==> src/rtl/instr_mem_responder.sv <==
// Memory-side responder for the fetch-stage instruction port: checks requests, reads a
// 1-cycle synchronous SRAM and returns responses in order through a small FIFO.

package len5_pkg;
  localparam int unsigned XLEN            = 64;
  localparam int unsigned ILEN            = 32;
  localparam int unsigned EXCEPT_TYPE_LEN = 4;

  typedef enum logic [EXCEPT_TYPE_LEN-1:0] {
    E_I_ADDR_MISALIGNED   = 4'h0,
    E_I_ACCESS_FAULT      = 4'h1,
    E_ILLEGAL_INSTRUCTION = 4'h2,
    E_BREAKPOINT          = 4'h3,
    E_LD_ADDR_MISALIGNED  = 4'h4,
    E_LD_ACCESS_FAULT     = 4'h5,
    E_ST_ADDR_MISALIGNED  = 4'h6,
    E_ST_ACCESS_FAULT     = 4'h7,
    E_ENV_CALL_UMODE      = 4'h8,
    E_ENV_CALL_SMODE      = 4'h9,
    E_UNKNOWN             = 4'ha,
    E_ENV_CALL_MMODE      = 4'hb,
    E_I_PAGE_FAULT        = 4'hc,
    E_LD_PAGE_FAULT       = 4'hd,
    E_ST_PAGE_FAULT       = 4'hf
  } except_code_t;
endpackage

module instr_mem_responder
  import len5_pkg::*;
#(
  parameter int unsigned      DEPTH     = 2,
  parameter logic [XLEN-1:0]  BASE_ADDR = 64'h0,
  parameter int unsigned      MEM_WORDS = 1024,
  parameter int unsigned      ADDR_W    = $clog2(MEM_WORDS)
) (
  input  logic                clk_i,
  input  logic                rst_ni,
  input  logic                flush_i,
  input  logic                req_i,
  output logic                gnt_o,
  input  logic                we_i,
  input  logic [XLEN-1:0]     addr_i,
  output logic                rvalid_o,
  input  logic                rready_i,
  output logic [ILEN-1:0]     rdata_o,
  output logic                except_raised_o,
  output except_code_t        except_code_o,
  output logic                sram_en_o,
  output logic [ADDR_W-1:0]   sram_addr_o,
  input  logic [ILEN-1:0]     sram_rdata_i
);

  localparam int unsigned     PTR_W     = $clog2(DEPTH);
  localparam int unsigned     CNT_W     = $clog2(DEPTH + 1);
  localparam logic [XLEN-1:0] MEM_BYTES = XLEN'(MEM_WORDS) << 2;

  // Request side
  logic              acc;
  logic              legal;
  logic              misaligned;
  logic              out_of_range;
  logic [XLEN:0]     offset;
  except_code_t      code_d;

  // S1 stage (SRAM read in flight)
  logic              s1_valid;
  logic              s1_exc;
  except_code_t      s1_code;

  // Response FIFO
  logic [ILEN-1:0]   fifo_data [DEPTH];
  logic              fifo_exc  [DEPTH];
  except_code_t      fifo_code [DEPTH];
  logic [PTR_W-1:0]  rd_ptr;
  logic [PTR_W-1:0]  wr_ptr;
  logic [CNT_W-1:0]  cnt;
  logic [CNT_W:0]    occ_next;
  logic              push;
  logic              pop;

  function automatic logic [PTR_W-1:0] ptr_inc(input logic [PTR_W-1:0] p);
    return (p == PTR_W'(DEPTH - 1)) ? '0 : p + PTR_W'(1);
  endfunction

  // Handshakes
  always_comb begin
    rvalid_o = (cnt != '0) & !flush_i;
    pop      = rvalid_o & rready_i;
    push     = s1_valid;
    // Occupancy after this cycle's pop, counting the read still in S1
    occ_next = {1'b0, cnt} + (CNT_W + 1)'(s1_valid) - (CNT_W + 1)'(pop);
    gnt_o    = rst_ni & !flush_i & (occ_next < (CNT_W + 1)'(DEPTH));
    acc      = req_i & gnt_o;
  end

  // Request checks; the widened subtraction's borrow flags addresses below the base
  always_comb begin
    offset       = {1'b0, addr_i} - {1'b0, BASE_ADDR};
    misaligned   = addr_i[1:0] != 2'b00;
    out_of_range = offset[XLEN] | (offset[XLEN-1:0] >= MEM_BYTES);
    legal        = !misaligned & !we_i & !out_of_range;
    code_d       = misaligned ? E_I_ADDR_MISALIGNED : E_I_ACCESS_FAULT;
    sram_en_o    = acc & legal;
    sram_addr_o  = ADDR_W'(offset >> 2);
  end

  always_ff @(posedge clk_i or negedge rst_ni) begin
    if (!rst_ni) begin
      s1_valid <= 1'b0;
      s1_exc   <= 1'b0;
      s1_code  <= E_I_ADDR_MISALIGNED;
    end else if (flush_i) begin
      s1_valid <= 1'b0;
    end else begin
      s1_valid <= acc;
      if (acc) begin
        s1_exc  <= !legal;
        s1_code <= code_d;
      end
    end
  end

  always_ff @(posedge clk_i or negedge rst_ni) begin
    if (!rst_ni) begin
      for (int unsigned i = 0; i < DEPTH; i++) begin
        fifo_data[i] <= '0;
        fifo_exc[i]  <= 1'b0;
        fifo_code[i] <= E_I_ADDR_MISALIGNED;
      end
      rd_ptr <= '0;
      wr_ptr <= '0;
      cnt    <= '0;
    end else if (flush_i) begin
      rd_ptr <= '0;
      wr_ptr <= '0;
      cnt    <= '0;
    end else begin
      if (push) begin
        fifo_data[wr_ptr] <= s1_exc ? '0 : sram_rdata_i;
        fifo_exc[wr_ptr]  <= s1_exc;
        fifo_code[wr_ptr] <= s1_code;
        wr_ptr            <= ptr_inc(wr_ptr);
      end
      if (pop) begin
        rd_ptr <= ptr_inc(rd_ptr);
      end
      if (push && !pop) begin
        cnt <= cnt + CNT_W'(1);
      end else if (pop && !push) begin
        cnt <= cnt - CNT_W'(1);
      end
    end
  end

  always_comb begin
    rdata_o         = fifo_data[rd_ptr];
    except_raised_o = fifo_exc[rd_ptr];
    except_code_o   = fifo_code[rd_ptr];
  end

endmodule

==> config.mk <==
export PLATFORM = sky130hd
export DESIGN_NAME = instr_mem_responder
export DESIGN_NICKNAME = d
export VERILOG_FILES = /design/src/rtl/instr_mem_responder.sv
export SDC_FILE = /design/constraint.sdc
export NUM_CORES = 1
export LEC_CHECK = 0
export BUFFER_PORTS_ARGS = -buffer_cell sky130_fd_sc_hd__clkbuf_2
export CAP_MARGIN = 15
export CORE_MARGIN = 4
export CORE_UTILIZATION = 40
export CTS_BUF_LIST = sky130_fd_sc_hd__clkbuf_2 sky130_fd_sc_hd__clkbuf_4 sky130_fd_sc_hd__clkbuf_8
export CTS_CLUSTER_DIAMETER = 80
export DETAILED_ROUTE_END_ITERATION = 16
export GPL_ROUTABILITY_DRIVEN = 0
export GPL_TIMING_DRIVEN = 0
export PLACE_DENSITY_LB_ADDON = 0.1
export SETUP_SLACK_MARGIN = 0.05
export SLEW_MARGIN = 15
export SYNTH_ARGS = -nofsm -noshare
export SYNTH_HDL_FRONTEND = slang
export SYNTH_SLANG_ARGS = --single-unit
export TNS_END_PERCENT = 10
==> constraint.sdc <==
create_clock -name clk_i -period 2.9 [get_ports clk_i]
set_input_delay 0.435 -clock clk_i [delete_from_list [all_inputs] [get_ports clk_i]]
set_output_delay 0.435 -clock clk_i [all_outputs]
set_load 0.01 [all_outputs]
==> flow_summary.yaml <==
worst_setup_path:
  critPathArrivalTime_ps: 2750
  start_kind: "flop"
  worstPathCellList: "nor2_4 -> nor2_4 -> nand2_2 -> inv_2 -> ha_4 -> nand2b_4 -> fa_2 -> nand4b_1 -> nor4_2 -> nor4b_4 -> buf_2"
  end_kind: "output port"
  cp_slowest_stage_delay_ps: 520
  crit_slowest_cell: "fa_2"
  worstSetupPathType: "reg -> out"
  cp_max_fo: 2
  cp_common_cell: "nor2_4"
  cp.required_ps: 2470
timing:
  rsz0062_at_grt: "true"
  fin_setup_tns_ps: -281
  tightest_slew_ps: 654
  hold-worst-slack_ps: 8.96
  hold_violations: 0
  slew_violations: 0
  finalCritPeriodShare: 1.10
  setup_viol: 1
  max_freq_ghz: 0.314
  layout_setup_ws_ps: -281
  skew_ps: 11.1
  slew_headroom: 0.564
  period_minus_slack_ps: 3180
detailed_routing:
  drt-initial-drc-count: 97
  via_per_inst: 4.93
  ant_nets: 0
  drc_errors: 0
  drt-wirelength-per-cell_um: 15.2
  first_pass_iters: 4
  drt-total-wl_um: 9520
  dr_total_vias: 3093
die:
  rows: 34
  die_h_um: 103
  die_w_um: 103
  core-area_mm2: 0.00876
  ios: 152
  floorplan.initialDensity: 0.413
  die-area_mm2: 0.0106
cts:
  clockRootBuffer: "clkbuf_8"
  tritoncts: "built"
  clock-sinks: 75
  clk_pin_slew_ps: 90
  clk_path_buf_depth: 2
  cts_made_buffers: 9
  clock_latency_ps: 350
  cts_max_level: 3
synth:
  syn_area_per_cell_um2: 10.1
  ys_warn_count: 0
  ys_seq_area_frac: 0.519
  synth_area_mm2: 0.00362
  ys_ff_latch: 75
  synth_cell_types: 32
  syn_inst: 359
grt:
  track_usage: 0.187
  grt_max_degree: 54
  grt_pass1_vias: 3186
  grt_pass1_wl_um: 15300
  grt-ovfl-total: 0
  antenna_found_initial: 0
layout:
  drive_gt1_frac: 0.452
  nNetsFinal: 620
  areaGrowthSynthToFinish_pct: 31.9
  diodes: 0
  final_core_util: 0.544
  fill_cells: 871
run_status:
  violations: "negative setup slack"
  status: "finished with violations"
worst_hold_path:
  hold_path_class: "in -> async"
flow_run:
  cap_violations: 0
placement:
  port_buffers: 137
  hpwlAfterDp_um: 6990
pwr:
  p_leak_nw: 2.34
  totalPowerFinal_mw: 2.69
  power_density_mw_per_mm2: 564
  ir_drop_v: 0.000209
==> timing repair <==
item | CTS | global route
endpoints found under the setup margin | 2 | 2
hold buffers | 0 | 0
pin swaps | 4 | 1
gates resized for setup | 8 | 4
setup buffers | 5 | 0
cloned | 0 | 0
==> metal layers <==
| metal | routed length (µm) | part of all wire | global-route usage | vias up |
|---|---|---|---|---|
| met1 | 4120 | 0.43 | 0.243 | 1475 |
| met5 | 0 | 0 | 0 | - |
| met4 | 73 | 0.0077 | 0.0388 | 0 |
| met3 | 533 | 0.056 | 0.0528 | 6 |
| met2 | 4790 | 0.50 | 0.311 | 94 |
| li1 | - | - | - | 1518 |
==> through the flow <==
step	instance area, µm²	setup WS [ps]	cells
6_report	4770	-281	628
5_1_grt	4770	-425	628
4_1_cts	4750	-345	628
3_5_place_dp	4480	-292	607
3_3_place_gp	4450	-675	606
2_1_floorplan	3630	102	361
==> report_power, final <==
| part | switching (mW) | leakage (nW) | internal, mW |
|---|---|---|---|
| registers | 0.0687 | 1.00 | 1.18 |
| logic | 0.310 | 1.24 | 0.315 |
| clock network | 0.415 | 0.0962 | 0.403 |
| total | 0.794 | 2.34 | 1.90 |
==> layout by cell type (no fill, tap or decap), types with 2 or more instances in the layout <==
| cell | instances |
|---|---|
| nand2_1 | 65 |
| or4_1 | 2 |
| inv_6 | 2 |
| buf_2 | 15 |
| dfrtp_2 | 2 |
| clkinvlp_4 | 2 |
| o21ai_0 | 12 |
| nand2b_1 | 33 |
| xor2_1 | 2 |
| buf_4 | 18 |
| inv_2 | 2 |
| nand4_1 | 2 |
| clkbuf_2 | 136 |
| nor4_1 | 11 |
| clkbuf_8 | 9 |
| conb_1 | 3 |
| dfrtp_1 | 73 |
| mux2_1 | 4 |
| nor3_1 | 2 |
| nor2_1 | 7 |
| clkbuf_1 | 6 |
| o21ai_1 | 53 |
| mux2_2 | 34 |
| nor2_4 | 2 |
==> final cells by class <==
cell class / count / area (µm²) / share of cell area
Sequential cell: 75 / 1880 / 0.394
Clock buffer: 9 / 124 / 0.0260
Buffer: 35 / 199 / 0.0417
Clock inverter: 7 / 76.3 / 0.0160
Timing Repair Buffer: 143 / 753 / 0.158
Inverter: 2 / 7.51 / 0.00157
Multi-Input combinational cell: 249 / 1600 / 0.334
Tap cell: 108 / 135 / 0.0283
==> worst max-delay path, delay by kind of cell, from the launching register on <==
kind	cells	cell delay [ps]
adders and majority gates	2	720
buffers and inverters	2	240
DFF	1	430
and+or+nand+nor	7	1020
==> sequential cells by signal, summed over array words and instances (netlist names) <==
register	count
fifo_data	64
cnt	2
fifo_code	2
fifo_exc	2
push	1
rd_ptr	1
s1_code	1
s1_exc	1
wr_ptr	1
==> cell families after synthesis <==
kind of cell,Yosys count,synth area share
fa+ha+maj,3,0.0125
flops,75,0.519
xor+xnor,4,0.00969
simple gates,133,0.186
buf+inv,37,0.0567
other cells,1,0.00104
mux,39,0.121
compound gates,67,0.0938
==> synthesized netlist by cell type, drive strengths merged <==
| library cell | count | area (µm²) |
|---|---|---|
| nor4 | 12 | 75.1 |
| dfrtp | 75 | 1880 |
| mux2 | 38 | 428 |
| fa | 1 | 20.0 |
| o41ai | 1 | 8.76 |
| nor4b | 1 | 23.8 |
| mux2i | 1 | 10.0 |
| inv | 2 | 7.50 |
| a21oi | 1 | 5.00 |
| o21ai | 65 | 325 |
| ha | 2 | 25.0 |
| conb | 1 | 3.75 |
| nand3b | 1 | 7.51 |
| nand2 | 66 | 248 |
| nor2 | 9 | 33.8 |
| xor2 | 3 | 26.3 |
| clkbuf | 7 | 26.3 |
| or3 | 1 | 6.26 |
| nor3b | 1 | 7.51 |
| nor3 | 2 | 10.0 |
| nand2b | 34 | 213 |
| or4 | 2 | 15.0 |
| nand4 | 3 | 25.0 |
| nand4b | 1 | 8.76 |
| buf | 28 | 171 |
| xnor2 | 1 | 8.76 |
==> path summary, 6_finish.rpt <==
| check | from | endpoint | slack (ps) | cells past startpoint |
|---|---|---|---|---|
| max | cnt[0] | sram_en_o | -280 | 11 |
| min in group clk_i | addr_i[1] | s1_code[0] | 280 | 2 |
| max reg2reg | cnt[0] | s1_exc | 390 | 12 |
| max in group asynchronous | rst_ni | cnt[1] | 2280 | 2 |
| min reg2reg | fifo_data[6] | fifo_data[6] | 490 | 2 |
| min | rst_ni | fifo_data[0] | 9 | 1 |
(Power assumes the default switching activity.)
